`src/rtl/rv_pkg.sv`:
```
// Shared RISC-V definitions for the decode stage: opcodes, ALU op classes
// and the control bundle carried from ID into EX.
package rv_pkg;

   localparam int XLEN_DEF = 32;

   localparam logic [6:0] OP_R      = 7'b0110011;
   localparam logic [6:0] OP_IMM    = 7'b0010011;
   localparam logic [6:0] OP_LOAD   = 7'b0000011;
   localparam logic [6:0] OP_STORE  = 7'b0100011;
   localparam logic [6:0] OP_BRANCH = 7'b1100011;

   localparam logic [1:0] ALUOP_ADD   = 2'b00;
   localparam logic [1:0] ALUOP_BR    = 2'b01;
   localparam logic [1:0] ALUOP_FUNCT = 2'b10;

   typedef enum logic [2:0] {
      IMM_NONE,
      IMM_I,
      IMM_S,
      IMM_B
   } imm_sel_t;

   typedef struct packed {
      logic       branch;
      logic       mem_read;
      logic       mem_to_reg;
      logic       mem_write;
      logic       alu_src;
      logic       reg_write;
      logic [1:0] alu_op;
   } ctrl_t;

   // Opcodes that actually consume rs2; only these can create an rs2 hazard.
   function automatic logic uses_rs2(input logic [6:0] opcode);
      return (opcode == OP_R) || (opcode == OP_STORE) || (opcode == OP_BRANCH);
   endfunction

endpackage

```
`src/rtl/decode_stage_hz_regfile_bypass.sv`:
```
// Two-read / one-write register file; a same-cycle writeback to the
// addressed register is forwarded straight to the read port.
module regfile_bypass
   import rv_pkg::*;
#(
   parameter int XLEN   = XLEN_DEF,
   parameter int REG_AW = 5
) (
   input  logic              clk,
   input  logic              rst,
   input  logic              we,
   input  logic [REG_AW-1:0] waddr,
   input  logic [XLEN-1:0]   wdata,
   input  logic [REG_AW-1:0] raddr1,
   input  logic [REG_AW-1:0] raddr2,
   output logic [XLEN-1:0]   rdata1,
   output logic [XLEN-1:0]   rdata2
);

   localparam int NREGS = 2 ** REG_AW;

   logic [XLEN-1:0] regs [NREGS];

   always_ff @(posedge clk) begin
      if (rst) begin
         for (int i = 0; i < NREGS; i++) begin
            regs[i] <= '0;
         end
      end else if (we && (waddr != '0)) begin
         regs[waddr] <= wdata;
      end
   end

   // Entry 0 is forced to zero on read as well, so a bypass can never leak into x0.
   always_comb begin
      rdata1 = regs[raddr1];
      if (raddr1 == '0) begin
         rdata1 = '0;
      end else if (we && (waddr == raddr1)) begin
         rdata1 = wdata;
      end
   end

   always_comb begin
      rdata2 = regs[raddr2];
      if (raddr2 == '0) begin
         rdata2 = '0;
      end else if (we && (waddr == raddr2)) begin
         rdata2 = wdata;
      end
   end

endmodule

```
`src/rtl/decode_stage_hz.sv`:
```
// Decode stage with integrated register file, load-use hazard stall,
// flush/hold control of ID/EX, and a saturating stall-cycle counter.
module decode_stage_hz
   import rv_pkg::*;
#(
   parameter int XLEN   = XLEN_DEF,
   parameter int REG_AW = 5,
   parameter int CNT_W  = 16
) (
   input  logic              clk,
   input  logic              rst,
   input  logic [31:0]       InstrD,
   input  logic [XLEN-1:0]   PCD,
   input  logic              ValidD,
   input  logic              RegWriteW,
   input  logic [REG_AW-1:0] Write_reg,
   input  logic [XLEN-1:0]   WriteDataW,
   input  logic              FlushE,
   input  logic              HoldE,
   output logic              StallD,
   output logic              ValidE,
   output logic              BranchE,
   output logic              MemReadE,
   output logic              MemtoRegE,
   output logic              MemWriteE,
   output logic              ALUSrcE,
   output logic              RegWriteE,
   output logic [1:0]        ALUOpE,
   output logic [XLEN-1:0]   PCE,
   output logic [XLEN-1:0]   ReadData1E,
   output logic [XLEN-1:0]   ReadData2E,
   output logic [XLEN-1:0]   immediateE,
   output logic [31:0]       InstrE,
   output logic [CNT_W-1:0]  StallCount
);

   logic [6:0]        opcode;
   logic [REG_AW-1:0] rs1;
   logic [REG_AW-1:0] rs2;
   logic [REG_AW-1:0] rd_e;
   logic [XLEN-1:0]   rdata1;
   logic [XLEN-1:0]   rdata2;
   logic [XLEN-1:0]   imm_i;
   logic [XLEN-1:0]   imm_s;
   logic [XLEN-1:0]   imm_b;
   logic [XLEN-1:0]   imm_d;
   imm_sel_t          imm_sel;
   ctrl_t             ctrl_d;
   ctrl_t             ctrl_e;
   logic              hazard;

   assign opcode = InstrD[6:0];
   assign rs1    = REG_AW'(InstrD[19:15]);
   assign rs2    = REG_AW'(InstrD[24:20]);
   assign rd_e   = REG_AW'(InstrE[11:7]);

   regfile_bypass #(
      .XLEN   (XLEN),
      .REG_AW (REG_AW)
   ) u_regfile (
      .clk    (clk),
      .rst    (rst),
      .we     (RegWriteW),
      .waddr  (Write_reg),
      .wdata  (WriteDataW),
      .raddr1 (rs1),
      .raddr2 (rs2),
      .rdata1 (rdata1),
      .rdata2 (rdata2)
   );

   assign imm_i = XLEN'($signed(InstrD[31:20]));
   assign imm_s = XLEN'($signed({InstrD[31:25], InstrD[11:7]}));
   assign imm_b = XLEN'($signed({InstrD[31], InstrD[7], InstrD[30:25], InstrD[11:8], 1'b0}));

   always_comb begin
      ctrl_d  = '0;
      imm_sel = IMM_NONE;
      case (opcode)
         OP_R: begin
            ctrl_d.reg_write = 1'b1;
            ctrl_d.alu_op    = ALUOP_FUNCT;
         end
         OP_IMM: begin
            ctrl_d.reg_write = 1'b1;
            ctrl_d.alu_src   = 1'b1;
            ctrl_d.alu_op    = ALUOP_FUNCT;
            imm_sel          = IMM_I;
         end
         OP_LOAD: begin
            ctrl_d.reg_write  = 1'b1;
            ctrl_d.mem_read   = 1'b1;
            ctrl_d.mem_to_reg = 1'b1;
            ctrl_d.alu_src    = 1'b1;
            ctrl_d.alu_op     = ALUOP_ADD;
            imm_sel           = IMM_I;
         end
         OP_STORE: begin
            ctrl_d.mem_write = 1'b1;
            ctrl_d.alu_src   = 1'b1;
            ctrl_d.alu_op    = ALUOP_ADD;
            imm_sel          = IMM_S;
         end
         OP_BRANCH: begin
            ctrl_d.branch = 1'b1;
            ctrl_d.alu_op = ALUOP_BR;
            imm_sel       = IMM_B;
         end
         default: begin
            ctrl_d  = '0;
            imm_sel = IMM_NONE;
         end
      endcase
   end

   always_comb begin
      case (imm_sel)
         IMM_I:   imm_d = imm_i;
         IMM_S:   imm_d = imm_s;
         IMM_B:   imm_d = imm_b;
         default: imm_d = '0;
      endcase
   end

   // A load in EX whose destination is read by the instruction in ID.
   assign hazard = ValidE && ctrl_e.mem_read && (rd_e != '0) && ValidD &&
                   ((rd_e == rs1) || ((rd_e == rs2) && uses_rs2(opcode)));

   assign StallD = hazard && !FlushE && !HoldE;

   // Hold outranks flush: a flush requested during a hold lands once the hold drops.
   always_ff @(posedge clk) begin
      if (rst) begin
         ValidE     <= 1'b0;
         ctrl_e     <= '0;
         PCE        <= '0;
         ReadData1E <= '0;
         ReadData2E <= '0;
         immediateE <= '0;
         InstrE     <= '0;
      end else if (HoldE) begin
         ValidE     <= ValidE;
         ctrl_e     <= ctrl_e;
         PCE        <= PCE;
         ReadData1E <= ReadData1E;
         ReadData2E <= ReadData2E;
         immediateE <= immediateE;
         InstrE     <= InstrE;
      end else if (FlushE || hazard) begin
         ValidE     <= 1'b0;
         ctrl_e     <= '0;
         PCE        <= '0;
         ReadData1E <= '0;
         ReadData2E <= '0;
         immediateE <= '0;
         InstrE     <= '0;
      end else begin
         ValidE     <= ValidD;
         ctrl_e     <= ValidD ? ctrl_d : '0;
         PCE        <= PCD;
         ReadData1E <= rdata1;
         ReadData2E <= rdata2;
         immediateE <= imm_d;
         InstrE     <= InstrD;
      end
   end

   always_ff @(posedge clk) begin
      if (rst) begin
         StallCount <= '0;
      end else if (StallD && (StallCount != '1)) begin
         StallCount <= StallCount + CNT_W'(1);
      end
   end

   assign BranchE   = ctrl_e.branch;
   assign MemReadE  = ctrl_e.mem_read;
   assign MemtoRegE = ctrl_e.mem_to_reg;
   assign MemWriteE = ctrl_e.mem_write;
   assign ALUSrcE   = ctrl_e.alu_src;
   assign RegWriteE = ctrl_e.reg_write;
   assign ALUOpE    = ctrl_e.alu_op;

endmodule

```
`config.mk`:
```
export PLATFORM = sky130hd
export DESIGN_NAME = decode_stage_hz
export DESIGN_NICKNAME = d
export VERILOG_FILES = /design/src/rtl/rv_pkg.sv /design/src/rtl/decode_stage_hz_regfile_bypass.sv /design/src/rtl/decode_stage_hz.sv
export SDC_FILE = /design/constraint.sdc
export NUM_CORES = 2
export LEC_CHECK = 0
export ABC_AREA = 1
export CORE_MARGIN = 1
export CORE_UTILIZATION = 24
export CTS_BUF_LIST = sky130_fd_sc_hd__clkbuf_2
export DETAILED_ROUTE_END_ITERATION = 6
export SYNTH_ARGS = -nofsm -noshare
export SYNTH_HDL_FRONTEND = slang
export SYNTH_SLANG_ARGS = --single-unit
export TNS_END_PERCENT = 30
```
`constraint.sdc`:
```
create_clock -name clk -period 3.2 [get_ports clk]
set_clock_uncertainty 0.05 [all_clocks]
set_input_delay 0.64 -clock clk [delete_from_list [all_inputs] [get_ports clk]]
set_output_delay 0.64 -clock clk [all_outputs]
set_load 0.02 [all_outputs]
```
---- After elaboration in Yosys (flattened, before gate mapping) ----
Memory sizes are Yosys's and may differ from the RTL's.
Cells that the tools add are included.
storage, ports and cells
  register bits ........................... 185
  bits in writable memories ............... 1,024
  input bits .............................. 107
  output and inout bits ................... 186
  logic and storage cells ................. 83
  memories kept ........................... 1
cells by class
  add/sub/neg operators ................... 1
  equal/unequal tests ..................... 13
  multiplexer cells ....................... 28
  reduce and logical (&&, ||, !) cells .... 26
memory list
  name            depth  bits a word  rd ports  clocked after Yosys merged registers in  wr ports  RTL line                              text
  u_regfile.regs  32     32           2         0                                        32        decode_stage_hz_regfile_bypass.sv:22  logic [XLEN-1:0] regs [NREGS];
operators with widths
  operator               count
  $mux 32                10
  $pmux 32 s3            1
  $reduce_or 32->1       1
  $eq 5x5->1             4
  $add 16x1->16 const B  1
  $mux 8                 2
  $ne 16x16->1 const B   1
  $eq 7x6->1 const B     2
  $logic_and 1x1->1      11
  $mux 1                 11
  $logic_not 5->1        2
  $reduce_bool 5->1      2
  $eq 7x2->1 const B     1
  $eq 7x5->1 const B     1
  $eq 7x7->1 const B     1
  $eq 3x2->1 const B     2
  $pmux 2 s3             1
  $reduce_or 3->1        2
  $mux 5                 1
  $logic_or 1x1->1       4
  $pmux 2 s2             1
  $reduce_or 2->1        2
  $eq 3x1->1 const B     1
  $logic_not 1->1        2
  $mux 2                 1

---- Depth between registers and ports, before layout ----
  depth in word-level cells ............... 9
  depth in mapped cells ................... 15

---- Modules after synthesis ----
From an unflattened synthesis, not the netlist that was laid out.
unflattened totals
  cell total of the unflattened synthesis .. 8,334
  area, all modules ....................... 65,535.4 um^2
modules (own cells, without submodules)
  module           times used  cells an instance  area an instance (um^2)  seq. area each (um^2)
  regfile_bypass   1           7,430              58,787.6                 30,749.5
  decode_stage_hz  1           904                6,747.7                  3,283.1

---- Worst setup path after synthesis ----
OpenSTA, ideal clock, no wires.
  path type ............................... in2reg
  from .................................... input port rst
  to ...................................... memory u_regfile.regs[11][0] (netlist bit), enable pin
  data arrival time ....................... 2.244 ns
  required time ........................... 2.761 ns
  slack ................................... 0.516 ns
  stages on the path ...................... 6
  path buffers ............................ 1
  path through ............................ inv_2 > nand2_1 > nor3_2 > nand2_1 > clkbuf_1 > nand2_1
RTL lines
  what                RTL line                              text
  start: declaration  decode_stage_hz.sv:11                 input logic rst,
  end: declaration    decode_stage_hz_regfile_bypass.sv:22

---- Worst setup path in the final report ----
  from .................................... register InstrE[10]
  to ...................................... output port StallD
between the ends
  longest elaborated chain between the ends .. 6
  elaborated cells between the ends (all ways) .. 10
  classes of those cells .................. eq/ne: 2; reduce/logical: 8
ends and longest elaborated chain
  what                                                   RTL line                                        text
  start: declaration                                     decode_stage_hz.sv:33                           output logic [31:0] InstrE,
  start signal: assignment                               decode_stage_hz.sv:148                          InstrE <= InstrE;
  start signal: assignment                               decode_stage_hz.sv:164                          InstrE <= InstrD;
  $eq 5x5->1 or $reduce_bool 5->1 (tied branches)        decode_stage_hz.sv:127, decode_stage_hz.sv:126
  $logic_and 1x1->1 (on tied branches)                   decode_stage_hz.sv:127, decode_stage_hz.sv:126
  $logic_or 1x1->1 or $logic_and 1x1->1 (tied branches)  decode_stage_hz.sv:127, decode_stage_hz.sv:126
  $logic_and 1x1->1 *                                    decode_stage_hz.sv:126                          assign hazard = ValidE && ctrl_e.mem_read && (rd_e != '0) && ValidD &&
  $logic_and 1x1->1 * (2 in a row)                       decode_stage_hz.sv:129                          assign StallD = hazard && !FlushE && !HoldE;
  end: declaration                                       decode_stage_hz.sv:20                           output logic StallD,
Every way passes the cells marked *; elsewhere a longest branch is shown, timed or not.

==> flow_metrics.tcl <==
set metrics [dict create \
    outcome "finished, violations left" \
    violations "DRC, setup timing" \
    period_share 1.23 \
    via_count 66055 \
    synth_async_sr_flop_share 0 \
    p_leak_nw 37.2 \
    worst_slew_pin_slew_ns 1.29 \
    crit_family "simple AND/OR/NAND/NOR gates" \
    crit_type "flip-flop to primary output" \
    die_h_um 531 \
    ys_ff_latch 1188 \
    combPwrFrac 0.174 \
    root_buffer "clkbuf_2" \
    drtIter0Drc 8271 \
    syn_area_um2 67200 \
    worstSetupEndpoint "StallD" \
    antenna_found_initial 20 \
    dp.cells 12735 \
    fp-row-count 193 \
    max_freq_mhz 255 \
    switching_power_w 0.0115 \
    startpoint "InstrE[10]" \
    place.detailed.hpwl_mm 169 \
    insertion_delay_ns 1.87 \
    crit_fanout 3 \
    initial_core_util 0.242 \
    cts.htree.levels 5 \
    cp.depth 9 \
    drc_errors 2 \
    dr.pass1.iters 7 \
    layout-drive-gt1-share 0.128 \
    p_int_w 0.0239 \
    final_hold_viol_count 0 \
    fin_setup_tns_ns -3.86 \
    die_area_um2 282000 \
    cp_slowest_cell "dfxtp_4" \
    ys.warnings.count 0 \
    synth.avg_cell_area_um2 7.40 \
    cts_tree "done" \
    min_period_ns 3.92 \
    critPathBufInv 3 \
    synth_top_area_cell "edfxtp_1" \
    grt_pass1_wl_mm 408 \
    ir_drop_uv 297 \
    fin_util 0.294 \
    final_area_um2 81600 \
    slew_headroom 0.141 \
    power.density_nw_per_um2 434 \
    arrival_ns 3.23 \
    num_io_pins 293 \
    io_buffer_count 292 \
    crit_required_ns 2.51 \
    yosysMostFrequentCell "nand2_1" \
    crit_path_max_incr_delay_ns 0.40 \
    placed_cell_area_um2 75700 \
    synthTopCellsByArea "edfxtp_1 (46%), nand2_1 (16%), nor2_1 (8.6%)" \
    grt_start_max_net_pins 155 \
    synth_commonest_cells "nand2_1 (2,794), nor2_1 (1,544), nand3_1 (1,069)" \
    p_seq_frac 0.505 \
    worstRegToRegCells 14 \
    coreArea_um2 277000 \
    yosysSeqAreaShare 0.506 \
    grt_setup_unrepaired "yes" \
    final_max_slew_viol_count 0 \
    drtAntennaViolNets 0 \
    die_w_um 531 \
    hold_path.class "input port to flip-flop" \
    cts_buffer_depth 4 \
    cp-end-kind "primary output" \
    synth_top_area_frac 0.457 \
    place.gp.congestion 0.896 \
    synth_edf_count 1024 \
    syn_to_final_growth_pct 21.3 \
    p_sw_frac 0.325 \
    crit_chain "inv_2, nand2_1, nand2_1, nor2_4, nand2_2, o21ai_4, nand3_4, inv_2, buf_6" \
    via_per_inst 4.87 \
    crit_path_start_kind "flip-flop" \
    p_clk_frac 0.321 \
    syn_inst 9091 \
    fin_hold_ws_ns 0.0355 \
    r2r-end "PCE[22]" \
    maxCapViolations 0 \
    stdcell_count 13577 \
    clock_sinks 1188 \
    synthFlopType "edfxtp_1" \
    wl_mm 288 \
    finalSetupViolations 23 \
    setup_ws_ns -0.720 \
    cts_buffers 341 \
    wl_per_cell_um 21.2 \
    clk_pin_slew_ns 0.10 \
    r2r_slack_ns 0.04 \
    track_usage 0.196 \
    grt_pass1_vias 61138 \
    fill_cells 29624 \
    grt-ovfl-total 0 \
    reg2reg_from "InstrE[7]" \
    netlist-cell-type-count 33 \
    finalNetCount 9721 \
]
cells by family (layout without fill, tap and decap cells):
family,count (synthesis),count (layout),share of synthesized area
AND/OR/NAND/NOR,5694,5694,0.346
buffers and inverters,1756,2494,0.106
flip-flops,1188,1188,0.506
AO/OA/AOI/OAI,443,443,0.0403
XOR/XNOR,8,8,0.00104
adder cells (fa/ha/maj),1,1,0.000186
other,1,44,0.0000558
power groups by stage:
| stage | clock, W | sequential [W] | combinational (W) |
|---|---|---|---|
| 3_3_place_gp | 0 | 0.0182 | 0.00571 |
| 4_1_cts | 0.0115 | 0.0179 | 0.00599 |
| 2_1_floorplan | 0 | 0.0182 | 0.00323 |
| 3_5_place_dp | 0 | 0.0183 | 0.00573 |
| 6_report | 0.0114 | 0.0179 | 0.00615 |
| 5_1_grt | 0.0123 | 0.0180 | 0.00657 |
flip-flops by register name, indices dropped and copies added, names as in the netlist:
register	count
u_regfile.regs	1024
InstrE	32
PCE	32
ReadData1E	32
ReadData2E	32
StallCount	16
immediateE	13
ALUOpE	2
ALUSrcE	1
MemReadE	1
MemWriteE	1
RegWriteE	1
ValidE	1
cells in the final DEF (no fill, tap or decap), drive strengths merged, types with 3 or more instances in the layout:
cell type,Yosys,routed
dlymetal6s4s,0,3
nor3,143,143
nand4,135,135
o211ai,187,187
a21oi,164,164
xnor2,5,5
clkinv,2,63
conb,1,32
nor2,1549,1549
o31ai,4,4
nand2,2794,2794
clkbuf,363,568
nand3,1070,1070
xor2,3,3
clkdlybuf4s50,0,94
o22ai,5,5
diode,0,12
dlygate4sd3,0,217
buf,361,491
edfxtp,1024,1024
dlymetal6s2s,0,23
o21ai,83,83
dfxtp,164,164
inv,1030,1030
how the worst min path moves through the flow:
stage	start	endpoint	cells after the start
4_1_cts	InstrD[17]	InstrE[17]	5
5_1_grt	InstrD[15]	InstrE[28]	14
3_5_place_dp	immediateE[9]	immediateE[9]	2
3_3_place_gp	PCE[0]	PCE[0]	2
2_1_floorplan	ALUOpE[1]	ALUOpE[1]	2
6_report	InstrD[15]	InstrE[9]	14
tightest hold or removal path, stage by stage:
cell and delay, ns:
buf_8 0.12, inv_8 0.03, nand2_4 0.06, nand2_4 0.05
nor2_4 0.09, nand3_4 0.14, o21ai_4 0.12, buf_4 0.12
nand2_2 0.05, nand2_1 0.12, inv_4 0.08, buf_4 0.14
nand2_1 0.05, a21oi_1 0.06
repair_timing:
item	4_1_cts	5_1_grt
hold buffers	220	1
setup endpoints to repair	186	153
pin swaps	13	10
setup buffers	9	8
gates cloned	2	1
resized for setup	912	176
endpoints found under the hold margin	1955	16
per-stage QoR:
stage               setup slack [ns]  power, W
finish                        -0.720    0.0354
global route                  -0.812    0.0368
CTS                           -0.871    0.0354
detailed placement            -0.213    0.0240
global placement              -0.244    0.0239
floorplan                      0.516    0.0215
routing by layer:
metal  vias to the layer above  GRT usage  part of all wire
met4                        12      0.112             0.059
met1                     30783      0.242              0.38
li1                      30166          -                 -
met2                      4255      0.306              0.44
met5                         -          0           0.00024
met3                       839     0.0552              0.13
layout make-up:
type | instances | area (µm²) | area share
timing repair buffer | 872 | 9230 | 0.113
clock buffer | 527 | 2640 | 0.0323
clock inverter | 63 | 297 | 0.00364
multi-input combinational | 6178 | 26500 | 0.325
antenna | 12 | 30.0 | 0.000368
sequential | 1188 | 34300 | 0.421
inverter | 1032 | 3910 | 0.0480
tap | 3705 | 4640 | 0.0568
(Power assumes the default switching activity.)
